File: src/rtl/branch_resolver_if.sv
// Branch request, ALU flag and resolve/redirect signals between issue, ALU and fetch.
// master: issue/ALU side; slave: the resolver.
interface branch_resolver_if;
    logic        br_valid;
    logic        br_ready;
    logic [2:0]  br_funct3;
    logic [31:0] br_pc;
    logic [31:0] br_imm;
    logic        flags_valid;
    logic        flag_z;
    logic        flag_n;
    logic        flag_v;
    logic        flag_c;
    logic        resolve_valid;
    logic        taken;
    logic        redirect;
    logic [31:0] target;
    logic        flush;
    logic        err;

    modport master (
        output br_valid, br_funct3, br_pc, br_imm,
        output flags_valid, flag_z, flag_n, flag_v, flag_c,
        input  br_ready, resolve_valid, taken, redirect, target, flush, err
    );

    modport slave (
        input  br_valid, br_funct3, br_pc, br_imm,
        input  flags_valid, flag_z, flag_n, flag_v, flag_c,
        output br_ready, resolve_valid, taken, redirect, target, flush, err
    );
endinterface

File: src/rtl/branch_resolver.sv
// Resolves RV32 conditional branches from ALU SUB flags, then holds a fetch flush window.
// Optional macro BRANCH_STATS_EN adds resolve/taken/err event counters.
module branch_resolver #(
    parameter int FLUSH_CYCLES = 2,
    parameter int TIMEOUT      = 8
) (
    input  logic             clk,
    input  logic             rst,
    branch_resolver_if.slave bus
`ifdef BRANCH_STATS_EN
    ,
    output logic [31:0]      stat_total,
    output logic [31:0]      stat_taken,
    output logic [15:0]      stat_err
`endif
);

    typedef enum logic [1:0] {IDLE, WAIT, FLUSH} state_t;

    localparam logic [7:0] TIMEOUT_LAST = 8'(TIMEOUT - 1);
    localparam logic [3:0] FLUSH_LAST   = 4'(FLUSH_CYCLES - 1);

    state_t      state_q, state_d;
    logic [2:0]  funct3_q;
    logic [7:0]  tcnt_q;
    logic [3:0]  fcnt_q;
    logic        accept;
    logic        rv_d;
    logic        taken_d;
    logic        err_d;
    logic        flush_d;

    function automatic logic funct3_legal(input logic [2:0] f3);
        return (f3 != 3'b010) && (f3 != 3'b011);
    endfunction

    // C is the carry-out of rs1 + ~rs2 + 1, so C=1 means rs1 >= rs2 unsigned.
    function automatic logic branch_cond(input logic [2:0] f3, input logic z, input logic n,
                                         input logic v, input logic c);
        case (f3)
            3'b000:  return z;
            3'b001:  return !z;
            3'b100:  return n ^ v;
            3'b101:  return !(n ^ v);
            3'b110:  return !c;
            3'b111:  return c;
            default: return 1'b0;
        endcase
    endfunction

    assign bus.br_ready = (state_q == IDLE);

    always_comb begin
        state_d = state_q;
        accept  = 1'b0;
        rv_d    = 1'b0;
        taken_d = 1'b0;
        err_d   = 1'b0;
        flush_d = 1'b0;
        case (state_q)
            IDLE: begin
                if (bus.br_valid) begin
                    accept  = 1'b1;
                    state_d = WAIT;
                end
            end
            WAIT: begin
                // Flags arriving on the last allowed cycle still win over the timeout.
                if (bus.flags_valid) begin
                    rv_d = 1'b1;
                    if (funct3_legal(funct3_q)) begin
                        taken_d = branch_cond(funct3_q, bus.flag_z, bus.flag_n,
                                              bus.flag_v, bus.flag_c);
                        flush_d = taken_d;
                        state_d = taken_d ? FLUSH : IDLE;
                    end else begin
                        err_d   = 1'b1;
                        state_d = IDLE;
                    end
                end else if (tcnt_q == TIMEOUT_LAST) begin
                    err_d   = 1'b1;
                    state_d = IDLE;
                end
            end
            FLUSH: begin
                if (fcnt_q == FLUSH_LAST) state_d = IDLE;
                else                      flush_d = 1'b1;
            end
            default: state_d = IDLE;
        endcase
    end

    always_ff @(posedge clk) begin
        if (rst) begin
            state_q           <= IDLE;
            tcnt_q            <= 8'd0;
            fcnt_q            <= 4'd0;
            funct3_q          <= 3'd0;
            bus.resolve_valid <= 1'b0;
            bus.taken         <= 1'b0;
            bus.redirect      <= 1'b0;
            bus.err           <= 1'b0;
            bus.flush         <= 1'b0;
            bus.target        <= 32'd0;
        end else begin
            state_q           <= state_d;
            bus.resolve_valid <= rv_d;
            bus.taken         <= taken_d;
            bus.redirect      <= rv_d & taken_d;
            bus.err           <= err_d;
            bus.flush         <= flush_d;
            tcnt_q            <= (state_q == WAIT)  ? tcnt_q + 8'd1 : 8'd0;
            fcnt_q            <= (state_q == FLUSH) ? fcnt_q + 4'd1 : 4'd0;
            if (accept) begin
                funct3_q   <= bus.br_funct3;
                bus.target <= bus.br_pc + bus.br_imm;
            end
        end
    end

`ifdef BRANCH_STATS_EN
    always_ff @(posedge clk) begin
        if (rst) begin
            stat_total <= 32'd0;
            stat_taken <= 32'd0;
            stat_err   <= 16'd0;
        end else begin
            if (bus.resolve_valid) stat_total <= stat_total + 32'd1;
            if (bus.redirect)      stat_taken <= stat_taken + 32'd1;
            if (bus.err)           stat_err   <= stat_err + 16'd1;
        end
    end
`endif

endmodule

File: src/flat_wrapper.sv
// flat-port wrapper written by rule: the top's interface ports become plain ports
module branch_resolver_flat 
#(
    parameter int FLUSH_CYCLES = 2,
    parameter int TIMEOUT      = 8
)
  (clk, rst, bus_br_valid, bus_br_funct3, bus_br_pc, bus_br_imm, bus_flags_valid, bus_flag_z, bus_flag_n, bus_flag_v, bus_flag_c, bus_br_ready, bus_resolve_valid, bus_taken, bus_redirect, bus_target, bus_flush, bus_err);
  branch_resolver_if bus_i ();
  input  logic clk;
  input  logic rst;
  input wire logic [$bits(bus_i.br_valid)-1:0] bus_br_valid;
  input wire logic [$bits(bus_i.br_funct3)-1:0] bus_br_funct3;
  input wire logic [$bits(bus_i.br_pc)-1:0] bus_br_pc;
  input wire logic [$bits(bus_i.br_imm)-1:0] bus_br_imm;
  input wire logic [$bits(bus_i.flags_valid)-1:0] bus_flags_valid;
  input wire logic [$bits(bus_i.flag_z)-1:0] bus_flag_z;
  input wire logic [$bits(bus_i.flag_n)-1:0] bus_flag_n;
  input wire logic [$bits(bus_i.flag_v)-1:0] bus_flag_v;
  input wire logic [$bits(bus_i.flag_c)-1:0] bus_flag_c;
  output wire logic [$bits(bus_i.br_ready)-1:0] bus_br_ready;
  output wire logic [$bits(bus_i.resolve_valid)-1:0] bus_resolve_valid;
  output wire logic [$bits(bus_i.taken)-1:0] bus_taken;
  output wire logic [$bits(bus_i.redirect)-1:0] bus_redirect;
  output wire logic [$bits(bus_i.target)-1:0] bus_target;
  output wire logic [$bits(bus_i.flush)-1:0] bus_flush;
  output wire logic [$bits(bus_i.err)-1:0] bus_err;
  assign bus_i.br_valid = bus_br_valid;
  assign bus_i.br_funct3 = bus_br_funct3;
  assign bus_i.br_pc = bus_br_pc;
  assign bus_i.br_imm = bus_br_imm;
  assign bus_i.flags_valid = bus_flags_valid;
  assign bus_i.flag_z = bus_flag_z;
  assign bus_i.flag_n = bus_flag_n;
  assign bus_i.flag_v = bus_flag_v;
  assign bus_i.flag_c = bus_flag_c;
  assign bus_br_ready = bus_i.br_ready;
  assign bus_resolve_valid = bus_i.resolve_valid;
  assign bus_taken = bus_i.taken;
  assign bus_redirect = bus_i.redirect;
  assign bus_target = bus_i.target;
  assign bus_flush = bus_i.flush;
  assign bus_err = bus_i.err;
  branch_resolver #(.FLUSH_CYCLES(FLUSH_CYCLES), .TIMEOUT(TIMEOUT)) u_core (.clk(clk), .rst(rst), .bus(bus_i));
endmodule
File: config.mk
export PLATFORM = sky130hd
export DESIGN_NAME = branch_resolver_flat
export DESIGN_NICKNAME = d
export VERILOG_FILES = /design/src/rtl/branch_resolver_if.sv /design/src/rtl/branch_resolver.sv /design/src/flat_wrapper.sv
export SDC_FILE = /design/constraint.sdc
export NUM_CORES = 1
export LEC_CHECK = 0
export CAP_MARGIN = 10
export CORE_ASPECT_RATIO = 1.25
export CORE_MARGIN = 3
export CORE_UTILIZATION = 48
export CTS_BUF_LIST = sky130_fd_sc_hd__clkbuf_16
export CTS_CLUSTER_SIZE = 25
export DETAILED_ROUTE_END_ITERATION = 12
export GPL_TIMING_DRIVEN = 0
export PLACE_DENSITY = 0.9
export RECOVER_POWER = 25
export SLEW_MARGIN = 5
export SYNTH_ARGS = -nofsm -noshare
export SYNTH_HDL_FRONTEND = slang
export SYNTH_SLANG_ARGS = --single-unit
File: constraint.sdc
create_clock -name clk -period 3.65 [get_ports clk]
set_input_delay 1.095 -clock clk [delete_from_list [all_inputs] [get_ports clk]]
set_output_delay 1.095 -clock clk [all_outputs]
set_load 0.03 [all_outputs]
==> impl_metrics.tcl <==
set metrics [dict create \
    drt-initial-drc-count 226 \
    cts.repair.resized 0 \
    grt_pass1_wl_um 17300 \
    final.setup_skew_ns 0.00213 \
    h-tree-depth 2 \
    dr.pass1.iters 4 \
    fin_util_pct 68.8 \
    wl_per_cell_um 15.4 \
    diodes 0 \
    synth_top_family_by_area "simple AND/OR/NAND/NOR gates" \
    drv_slew 0 \
    clk_pin_slew_ns 0.07 \
    crit_path_max_fanout 4 \
    placed_area_sq_um 5040 \
    antenna_found_initial 0 \
    synth_cell_types 63 \
    cts.sink_count 54 \
    muxShareOfSynthArea_pct 1.61 \
    min_path_type "reg2reg" \
    io_buffers 112 \
    grt_max_degree 17 \
    cts_tree "done" \
    synthAdderAreaFrac_pct 12.7 \
    synth.cell_area_sq_um 3800 \
    drive_gt1_share_pct 5.07 \
    grt_overflow 0 \
    finalSetupViolCount 0 \
    critPathCaptureType "register" \
    max_clock_freq_mhz 288 \
    die_width_um 85.6 \
    arrival_ns 3.64 \
    grt_pass1_vias 3825 \
    p_clk_share_pct 23.8 \
    peakVddDrop_mv 0.432 \
    setup-tns-final_ns 0 \
    place_hpwl_um 8970 \
    final.setup.worst_slack_ns 0.172 \
    swShare_pct 36.4 \
    p_int_mw 1.23 \
    synth_area_per_cell_sq_um 7.72 \
    ys_seq_elements 54 \
    criticalPathCategory "in2reg" \
    synth_edf_count 0 \
    core_area_sq_um 7530 \
    hold_viol_final 0 \
    ys.flop_type "dfxtp_1" \
    p_leak_nw 2.07 \
    power_density_nw_per_um2 374 \
    gp_congestion 0.937 \
    clockBufferDepth 2 \
    via_per_inst 5.69 \
    ios 113 \
    start_util_pct 50.5 \
    synth_xor_area_share_pct 8.06 \
    cts_hold_buf 0 \
    drc 0 \
    synthToLayoutAreaGrowth_pct 36.1 \
    track_usage_pct 23.2 \
    finalCritPeriodShare_pct 95.3 \
    tightest_slew_ns 0.496 \
    cts_buffers 5 \
    synthArstFlopShare_pct 0 \
    clk_latency_ns 0.29 \
    critPathRequiredTime_ns 3.82 \
    period_minus_slack_ns 3.48 \
    pre_cts_slack_ns -0.120 \
    synth_compound_area_share_pct 21.6 \
    cts-root-buf "clkbuf_16" \
    power_switching_mw 0.705 \
    drv_cap 0 \
    max_slew_margin_pct 66.9 \
    status "finished, final reports clean" \
    die_y_um 106 \
    synth_warnings 0 \
    combPwrFrac_pct 40.9 \
    synth_cells 493 \
    cp-start-kind "input pin" \
    num_vias 4005 \
    p_total_mw 1.94 \
    rows 35 \
    fin_area_sq_um 5180 \
    yosysSeqAreaShare_pct 28.4 \
    ant_nets 0 \
    syn_nets 606 \
    die-area_sq_um 9040 \
    postCtsSetupRepairBufs 0 \
    routed_wl_um 10900 \
    power_frac_seq_pct 35.3 \
    synth-simple-area-share_pct 24.2 \
    final_nets 725 \
    rsz0062_at_grt "no" \
]
[synthesized netlist by cell type (all sizes together) (8+ instances only)]
master | number | area [sq um]
nand2 | 84 | 318
a21oi | 55 | 279
dfxtp | 54 | 1080
nor2 | 46 | 175
ha | 37 | 463
o21ai | 36 | 184
nand3 | 22 | 110
xor2 | 22 | 193
clkbuf | 14 | 52.6
nor3 | 14 | 70.1
xnor2 | 13 | 114
inv | 10 | 37.5
nand4 | 8 | 56.3
[cell type report]
| class | instances | area [sq um] |
|---|---|---|
| flip-flops and latches | 54 | 1080 |
| inverters | 10 | 37.5 |
| clock buffers | 5 | 125 |
| plain buffers | 21 | 92.6 |
| fillers | 630 | 2350 |
| repair buffers | 112 | 1120 |
| clock inverters | 2 | 13.8 |
| well taps | 92 | 115 |
| multi-input cells | 408 | 2590 |
[cell usage in the layout (no fill, tap or decap), drive strengths merged, types with 3 or more instances in the layout]
cell / n
a211oi: 3
a21o: 7
a21oi: 55
and2: 3
and3: 4
buf: 7
clkbuf: 19
clkdlybuf4s50: 103
dfxtp: 54
dlygate4sd3: 9
ha: 37
inv: 11
mux2i: 5
nand2: 84
nand2b: 6
nand3: 22
nand3b: 4
nand4: 8
nor2: 46
nor3: 14
o211ai: 3
o21ai: 36
o22ai: 3
or4: 3
xnor2: 13
xor2: 22
[routing by layer]
metal	vias to the layer above	GRT usage [%]	wire length, um
met4	0	8.03	313
li1	1982	-	-
met1	1879	28.9	4530
met3	25	2.03	545
met5	-	0	0
met2	119	41.3	5470
[through the flow]
stage	hold slack, ns	std cells
finish	0.450	704
global route	0.480	704
CTS	0.453	704
detailed placement	0.437	697
global placement	0.429	697
floorplan	0.413	493
[state kept, by name, summed over array words and instances, names as in the netlist]
signal,count
u_core.bus.target,32
u_core.fcnt_q,4
u_core.bus.resolve_valid,1
u_core.bus.taken,1
u_core.bus.flush,1
u_core.state_q,2
u_core.bus.err,1
u_core.tcnt_q,8
u_core.funct3_q,3
u_core.bus.redirect,1
[cell families (layout without fill, tap and decap cells)]
logic type,Yosys count,after routing
multiplexers,6,6
adder cells (fa/ha/maj),38,38
AND/OR/NAND/NOR,201,201
XOR/XNOR,35,35
buffers and inverters,31,150
flip-flops,54,54
AO/OA/AOI/OAI,128,128
[final timing paths]
kind / to / start / cells after the start / slack [ns]
max: u_core.bus.target[22] / bus_br_imm[0] / 10 / 0.17
min: u_core.bus.target[24] / u_core.bus.target[24] / 2 / 0.45
max reg2reg: u_core.bus.target[30] / u_core.state_q[0] / 8 / 1.52
min reg2reg: u_core.bus.target[24] / u_core.bus.target[24] / 2 / 0.45
[critical path, stage by stage]
cell and delay [ns]:
clkdlybuf4s50_1 0.41, ha_1 0.23, fa_1 0.42, a21o_2 0.24, a31o_4 0.27, a41oi_4 0.25, o211ai_4 0.15, a31oi_2 0.26
xor2_1 0.23, o21ai_1 0.08
[power by group through the flow]
stage	clock (mW)	combinational (mW)	sequential (mW)
floorplan	0	0.392	0.787
global placement	0	0.770	0.695
detailed placement	0	0.786	0.698
CTS	0.464	0.791	0.685
global route	0.482	0.854	0.690
finish	0.461	0.793	0.684
Note: power is estimated with default switching activity, not from simulation.
